--- config.mk ---
export PLATFORM = sky130hd
export DESIGN_NAME = oct_entry_ctrl
export DESIGN_NICKNAME = d
export VERILOG_FILES = /design/src/rtl/exp6_pkg.sv /design/src/rtl/oct_digit_shifter.sv /design/src/rtl/oct_entry_ctrl.sv
export SDC_FILE = /design/constraint.sdc
export NUM_CORES = 1
export LEC_CHECK = 0
export ABC_AREA = 1
export CORE_ASPECT_RATIO = 1.75
export CORE_MARGIN = 5
export CORE_UTILIZATION = 40
export DETAILED_ROUTE_END_ITERATION = 16
export PLACE_DENSITY = 0.81
export SETUP_SLACK_MARGIN = 0.3
export SLEW_MARGIN = 40
export SYNTH_ARGS = -nofsm -noshare
export SYNTH_HDL_FRONTEND = slang
export SYNTH_SLANG_ARGS = --single-unit
--- constraint.sdc ---
create_clock -name clk -period 1.4 [get_ports clk]
set_input_delay 0.28 -clock clk [delete_from_list [all_inputs] [get_ports clk]]
set_output_delay 0.28 -clock clk [all_outputs]
set_load 0.01 [all_outputs]
--- src/rtl/exp6_pkg.sv ---
// Shared constants and types for the experiment 6 octal storage controller.
// Both the controller and the digit shifter take their defaults from here.
package exp6_pkg;

   localparam int DIGITS = 5;
   localparam int DW     = 3;

   typedef enum logic [1:0] {
      IDLE  = 2'd0,
      WRITE = 2'd1,
      READ  = 2'd2
   } ctrl_state_t;

   typedef logic [DW-1:0] digit_t;

endpackage

--- src/rtl/oct_digit_shifter.sv ---
// Calculator-style entry buffer: new digits enter at position 0 and older ones
// move up, with a digit count that saturates once the buffer is full.
module oct_digit_shifter #(
   parameter int DIGITS = exp6_pkg::DIGITS,
   parameter int DW     = exp6_pkg::DW
) (
   input  logic          clk,
   input  logic          rst,
   input  logic          shift_en,
   input  logic          clr,
   input  logic [DW-1:0] digit_in,
   output logic [DW-1:0] digits [DIGITS],
   output logic [2:0]    count
);

   localparam logic [2:0] FULL_COUNT = 3'(DIGITS);

   // A shift request on a full buffer is dropped, so the count can never wrap.
   always_ff @(posedge clk) begin
      if (rst || clr) begin
         for (int i = 0; i < DIGITS; i++) begin
            digits[i] <= '0;
         end
         count <= '0;
      end else if (shift_en && (count != FULL_COUNT)) begin
         digits[0] <= digit_in;
         for (int i = 1; i < DIGITS; i++) begin
            digits[i] <= digits[i-1];
         end
         count <= count + 3'd1;
      end
   end

endmodule

--- src/rtl/oct_entry_ctrl.sv ---
// Sequencing controller for the 5-digit octal storage register: keypad entry,
// commit (write then read-back), recall-only reads and clears.
module oct_entry_ctrl #(
   parameter int DIGITS = exp6_pkg::DIGITS,
   parameter int DW     = exp6_pkg::DW
) (
   input  logic          clk,
   input  logic          rst,
   input  logic          digit_valid,
   input  logic [DW-1:0] digit_in,
   input  logic          commit,
   input  logic          recall,
   input  logic          clear,
   output logic [DW-1:0] wr_data_0,
   output logic [DW-1:0] wr_data_1,
   output logic [DW-1:0] wr_data_2,
   output logic [DW-1:0] wr_data_3,
   output logic [DW-1:0] wr_data_4,
   output logic          write_en,
   output logic          read_en,
   output logic          busy,
   output logic [2:0]    count,
   output logic          full
);

   import exp6_pkg::*;

   localparam logic [2:0] FULL_COUNT = 3'(DIGITS);

   ctrl_state_t   state;
   ctrl_state_t   state_next;
   logic          from_commit;
   logic          from_commit_next;
   logic          shift_en;
   logic          clr;
   logic [DW-1:0] digits [DIGITS];

   oct_digit_shifter #(
      .DIGITS (DIGITS),
      .DW     (DW)
   ) u_shifter (
      .clk      (clk),
      .rst      (rst),
      .shift_en (shift_en),
      .clr      (clr),
      .digit_in (digit_in),
      .digits   (digits),
      .count    (count)
   );

   always_ff @(posedge clk) begin
      if (rst) begin
         state       <= IDLE;
         from_commit <= 1'b0;
      end else begin
         state       <= state_next;
         from_commit <= from_commit_next;
      end
   end

   // Strobes are only looked at in IDLE; clear beats commit beats recall beats
   // digit entry, and everything arriving during WRITE/READ is simply dropped.
   always_comb begin
      state_next       = state;
      from_commit_next = from_commit;
      shift_en         = 1'b0;
      clr              = 1'b0;
      unique case (state)
         IDLE: begin
            if (clear) begin
               clr = 1'b1;
            end else if (commit) begin
               if (count != 3'd0) begin
                  state_next       = WRITE;
                  from_commit_next = 1'b1;
               end
            end else if (recall) begin
               state_next       = READ;
               from_commit_next = 1'b0;
            end else if (digit_valid) begin
               shift_en = 1'b1;
            end
         end
         WRITE: begin
            state_next = READ;
         end
         READ: begin
            state_next = IDLE;
            // A committed number is consumed once the display has read it back.
            clr        = from_commit;
         end
         default: begin
            state_next = IDLE;
         end
      endcase
   end

   assign write_en  = (state == WRITE);
   assign read_en   = (state == READ);
   assign busy      = (state == WRITE) || (state == READ);
   assign full      = (count == FULL_COUNT);

   assign wr_data_0 = digits[0];
   assign wr_data_1 = digits[1];
   assign wr_data_2 = digits[2];
   assign wr_data_3 = digits[3];
   assign wr_data_4 = digits[4];

endmodule

# ---- Word-level counts from Yosys, hierarchy flattened
# Cells that the tools add are included.
dict set report totals {
  register_bits 21
  inputBits 9
  out_inout_bits 22
}
dict set report classes {
  n_addsub 1
  n_eq_ne 8
  muxes 15
  n_bitwise 1
  n_reduce_logical 8
}
# cell n
set ops {}
lappend ops {{1-bit 2-to-1 mux} 9}
lappend ops {{3-bit inequality test, second input constant} 3}
lappend ops {{2-bit 2-to-1 mux} 4}
lappend ops {{2-bit one-hot mux with 2 select lines} 1}
lappend ops {{4-bit AND reduction} 1}
lappend ops {{3-bit by 1-bit adder with 3-bit output, second input constant} 1}
lappend ops {{3-bit equality test, second input constant} 1}
lappend ops {{3-bit AND reduction} 1}
lappend ops {{3-bit nonzero test} 1}
lappend ops {{2-bit by 1-bit equality test with 1-bit output, second input constant} 1}
lappend ops {{2-bit equality test, second input constant} 1}
lappend ops {{2-bit zero test} 1}
lappend ops {{1-bit logical OR} 2}
lappend ops {{2-bit by 1-bit inequality test with 1-bit output, second input constant} 1}
lappend ops {{2-bit inequality test, second input constant} 1}
lappend ops {{1-bit one-hot mux with 2 select lines} 1}
lappend ops {{2-bit nonzero test} 1}
lappend ops {{1-bit logical AND} 1}
lappend ops {{1-bit NOT} 1}

# ---- Depth between registers and ports, before layout
dict set report logic_depth {
  ltp_word 6
  depth_mapped 11
  mapped_depth_nobuf 9
}

# ---- By module
# From an unflattened synthesis, not the netlist that was laid out.
dict set report unflattened {
  cells_unflattened 159
  hier_area_um2 1107.3
}
# mod instances cells_per_inst area_per_inst_um2 seq_area_each_um2
set modules_own_cells {}
lappend modules_own_cells {oct_digit_shifter 1 122 853.3 360.3}
lappend modules_own_cells {oct_entry_ctrl 1 37 254.0 60.1}

# ---- Worst setup path before layout
# No wires, ideal clock.
dict set report synth_timing {
  kind {reg2reg}
  startpoint {reg u_shifter.count[1]}
  endpoint {reg u_shifter.digits[6] (netlist name)}
  arrival_time_ns 1.379
  slack_ns -0.043
  path_stages_with_launch 12
  period_less_slack_ns 1.443
  path_cell_list {dfxtp_1 -> inv_1 -> ha_1 -> nand2_1 -> inv_1 -> nor2_1 -> nand2_2 -> buf_6 -> clkinv_4 -> buf_8 -> nor2_1 -> nor2_1}
}
dict set report synth_between {
  elab_chain_len 2
}
# item line_no
set synth_lines {}
lappend synth_lines {{from (decl)} oct_digit_shifter.sv:13} ;# output logic [2:0] count
lappend synth_lines {{from (signal assigned)} oct_digit_shifter.sv:30} ;# count <= count + 3'd1;
lappend synth_lines {{3-bit inequality test} oct_digit_shifter.sv:25} ;# end else if (shift_en && (count != FULL_COUNT)) begin
lappend synth_lines {{1-bit logical AND} oct_digit_shifter.sv:25}
lappend synth_lines {{to (signal, indexed assignment)} oct_digit_shifter.sv:28} ;# digits[i] <= digits[i-1];
lappend synth_lines {{to (decl)} oct_digit_shifter.sv:12} ;# output logic [DW-1:0] digits [DIGITS],
# No other way between the ends.
# A chain may end at the register's enable or synchronous reset.

# ---- Worst setup path in the final report
dict set report layout_timing {
  startpoint {reg u_shifter.count[1]}
  endpoint {reg u_shifter.count[0]}
}
dict set report layout_between {
  elab_chain_len 2
}
# item line_no
set layout_lines {}
lappend layout_lines {{3-bit inequality test} oct_digit_shifter.sv:25}
lappend layout_lines {{1-bit logical AND} oct_digit_shifter.sv:25}
# No other way between the ends.

==> out/results.txt <==
Simple-gate portion of the synthesized area = 26.7%
Max Freq = 709 MHz
Share of layout cells above drive strength 1 = 57.8%
CTS root buf = clkbuf_8
Worst slew margin = 87.4%
Setup ws final = -0.00974 ns
HPWL after DPL = 1760 um
Clock Skew = 0.0120 ns
Final Non-Filler Cells = 210
Synth Cell Area = 960 sq um
Compound-Gate Fraction of Synth Area = 11.9%
CORE AREA = 0.00230 sq mm
Final Cycle Share = 101%
Xor/xnor share of the synthesized area = 0%
Largest net degree at the start of global routing = 19
Cell variety after synth = 19
DP Cell Count = 193
First DRT Iteration DRCs = 13
Endpoints failing setup = 1
Post-synthesis register bit count = 21
Initial antenna violation count = 0
Pwr/cell area = 841 mW/mm^2
Worst vdd ir = 0.000926 V
DR WL/cell = 15.7 um
CTS H-tree lvls = 1
Core Rows = 23
CP Data Arrival Time = 1.60 ns
Via count of the routed design = 1085
Vias in the first global route = 1109
Crit path launch type = flop
TritonCTS buffer count = 3
IO Pins = 31
Starting density of the core = 41.7%
Antenna Cells = 0
Cell area after placement = 0.00141 sq mm
TritonRoute pass-1 iters = 4
Grt total ovfl = 0
Die area = 0.00352 sq mm
Status = finished with violations
Global-route wire length before repair = 4420 um
Routed Wire Length = 3290 um
Hold_ws = 0.492 ns
Die width = 47.0 um
CTS Buffer Depth = 2
Synth Area per Inst = 7.44 sq um
Finished Core Util = 74.7%
Crit. End Element = flop
Adder-cell share of the synthesized area = 7.82%
Die height = 74.8 um
Failing checks = setup timing
Clock slew at reported path FFs = 0.09 ns
Routability Congestion = 0.818
Area grow syn2layout = 79.1%
Most frequent cells in the layout = nor2_1, dfxtp_2, buf_2, buf_6, buf_4
Critical path class = reg -> reg
Fin nets = 201
Minimum clock period = 1.41 ns
Hold-fix buffers, CTS = 0
Syn Nets = 144
Most common cell after layout, fill and taps aside = nor2_1
Total track usage = 16.7%
CTS tree = built
Pins over their slew limit = 0
Data required, critical path = 1.59 ns
Total of max-cap violations = 0
Largest family of logic cells by synthesized area = simple AND/OR/NAND/NOR gates
Worst-Margin Slew = 0.186 ns
Clock latency on the worst-skew pair = 0.27 ns
Final Hold Fails = 0
YS warnings = 0
Min-delay worst type = reg -> reg
Post-synthesis mux area share = 0%
Port bufs = 30
Seq/Total Area, Yosys = 43.8%
# DRC = 0
Critical path peak fanout = 6
Vias per Instance = 5.17
RSZ-0062 raised after global routing = true
Static leakage = 0.786 nW
Finished Cell Area = 0.00172 sq mm
# clock sinks = 21
Cells after Synth = 129
Post-route antenna net violation count = 0
[state kept, by name, indices dropped and copies added (netlist names)]
| register | cells |
|---|---|
| u_shifter.count | 3 |
| u_shifter.digits | 15 |
| state | 2 |
| from_commit | 1 |
[worst max-delay path, stage by stage, from the launching register on]
cell and delay [ns]:
dfxtp_4 0.37, inv_4 0.04, ha_4 0.14, nand2_2 0.06, inv_2 0.05, nor2_4 0.12, buf_6 0.13, nand2_8 0.09
buf_6 0.14, nand2_2 0.05, nand2_1 0.05, nor2_1 0.09
[per-layer routing]
layer,wire length (um),GRT usage [%]
met5,0,0
met2,1900,31.0
met4,43,7.69
met3,176,2.63
met1,1170,17.1
[stage by stage]
step	power, mW	TNS [ns]	setup slack, ns
4_1_cts	1.36	0	0.0951
3_5_place_dp	0.932	-4.68	-0.286
2_1_floorplan	0.800	0	0.0930
3_3_place_gp	0.920	-4.08	-0.245
5_1_grt	1.51	-0.428	-0.105
6_report	1.45	-0.00974	-0.00974
[synthesized netlist by cell type (all sizes together)]
library cell	count	area share [%]
a21boi	1	0.78
a21oi	3	2.0
buf	4	3.8
clkinv	1	0.91
dfxtp	21	44
ha	6	7.8
inv	13	5.1
nand2	16	6.8
nand3	6	3.1
nand4	2	1.3
nor2	39	16
o21ai	16	8.3
o21bai	1	0.78
[what timing repair did]
item / CTS / global route
resized for setup: 117 / 56
endpoints found under the setup margin: 43 / 37
cloned: 2 / 2
buffers inserted: 5 / 4
pin swaps: 7 / 9
[worst paths after layout]
kind,start,to,slack [ns],depth (start not counted)
max,u_shifter.count[1]$_SDFFE_PP0P_,u_shifter.count[0]$_SDFFE_PP0P_,-0.01,11
min,u_shifter.digits[2]$_SDFFE_PP0P_,u_shifter.digits[2]$_SDFFE_PP0P_,0.49,2
max reg2reg,u_shifter.count[1]$_SDFFE_PP0P_,u_shifter.count[0]$_SDFFE_PP0P_,-0.01,11
min reg2reg,u_shifter.digits[2]$_SDFFE_PP0P_,u_shifter.digits[2]$_SDFFE_PP0P_,0.49,2
[power breakdown]
group / leakage [nW] / total (mW) / internal [mW] / switching, mW
clock network: 0.0217 / 0.419 / 0.202 / 0.218
logic: 0.584 / 0.391 / 0.189 / 0.202
registers: 0.180 / 0.635 / 0.615 / 0.0194
total: 0.786 / 1.45 / 1.01 / 0.439
[cell families (layout without fill, tap and decap cells)]
family,count (synthesis),after routing
simple gates,63,66
fa+ha+maj,6,6
buf+inv,18,71
flops,21,21
compound gates,21,21
[area by class of cell]
cell class,instances,area [sq um]
well taps,25,31.3
flip-flops and latches,21,452
inverters,14,77.6
clock inverters,1,7.51
multi-input cells,93,661
repair inverters,1,16.3
repair buffers,52,433
clock buffers,3,41.3
fillers,174,583
(Power assumes the default switching activity.)
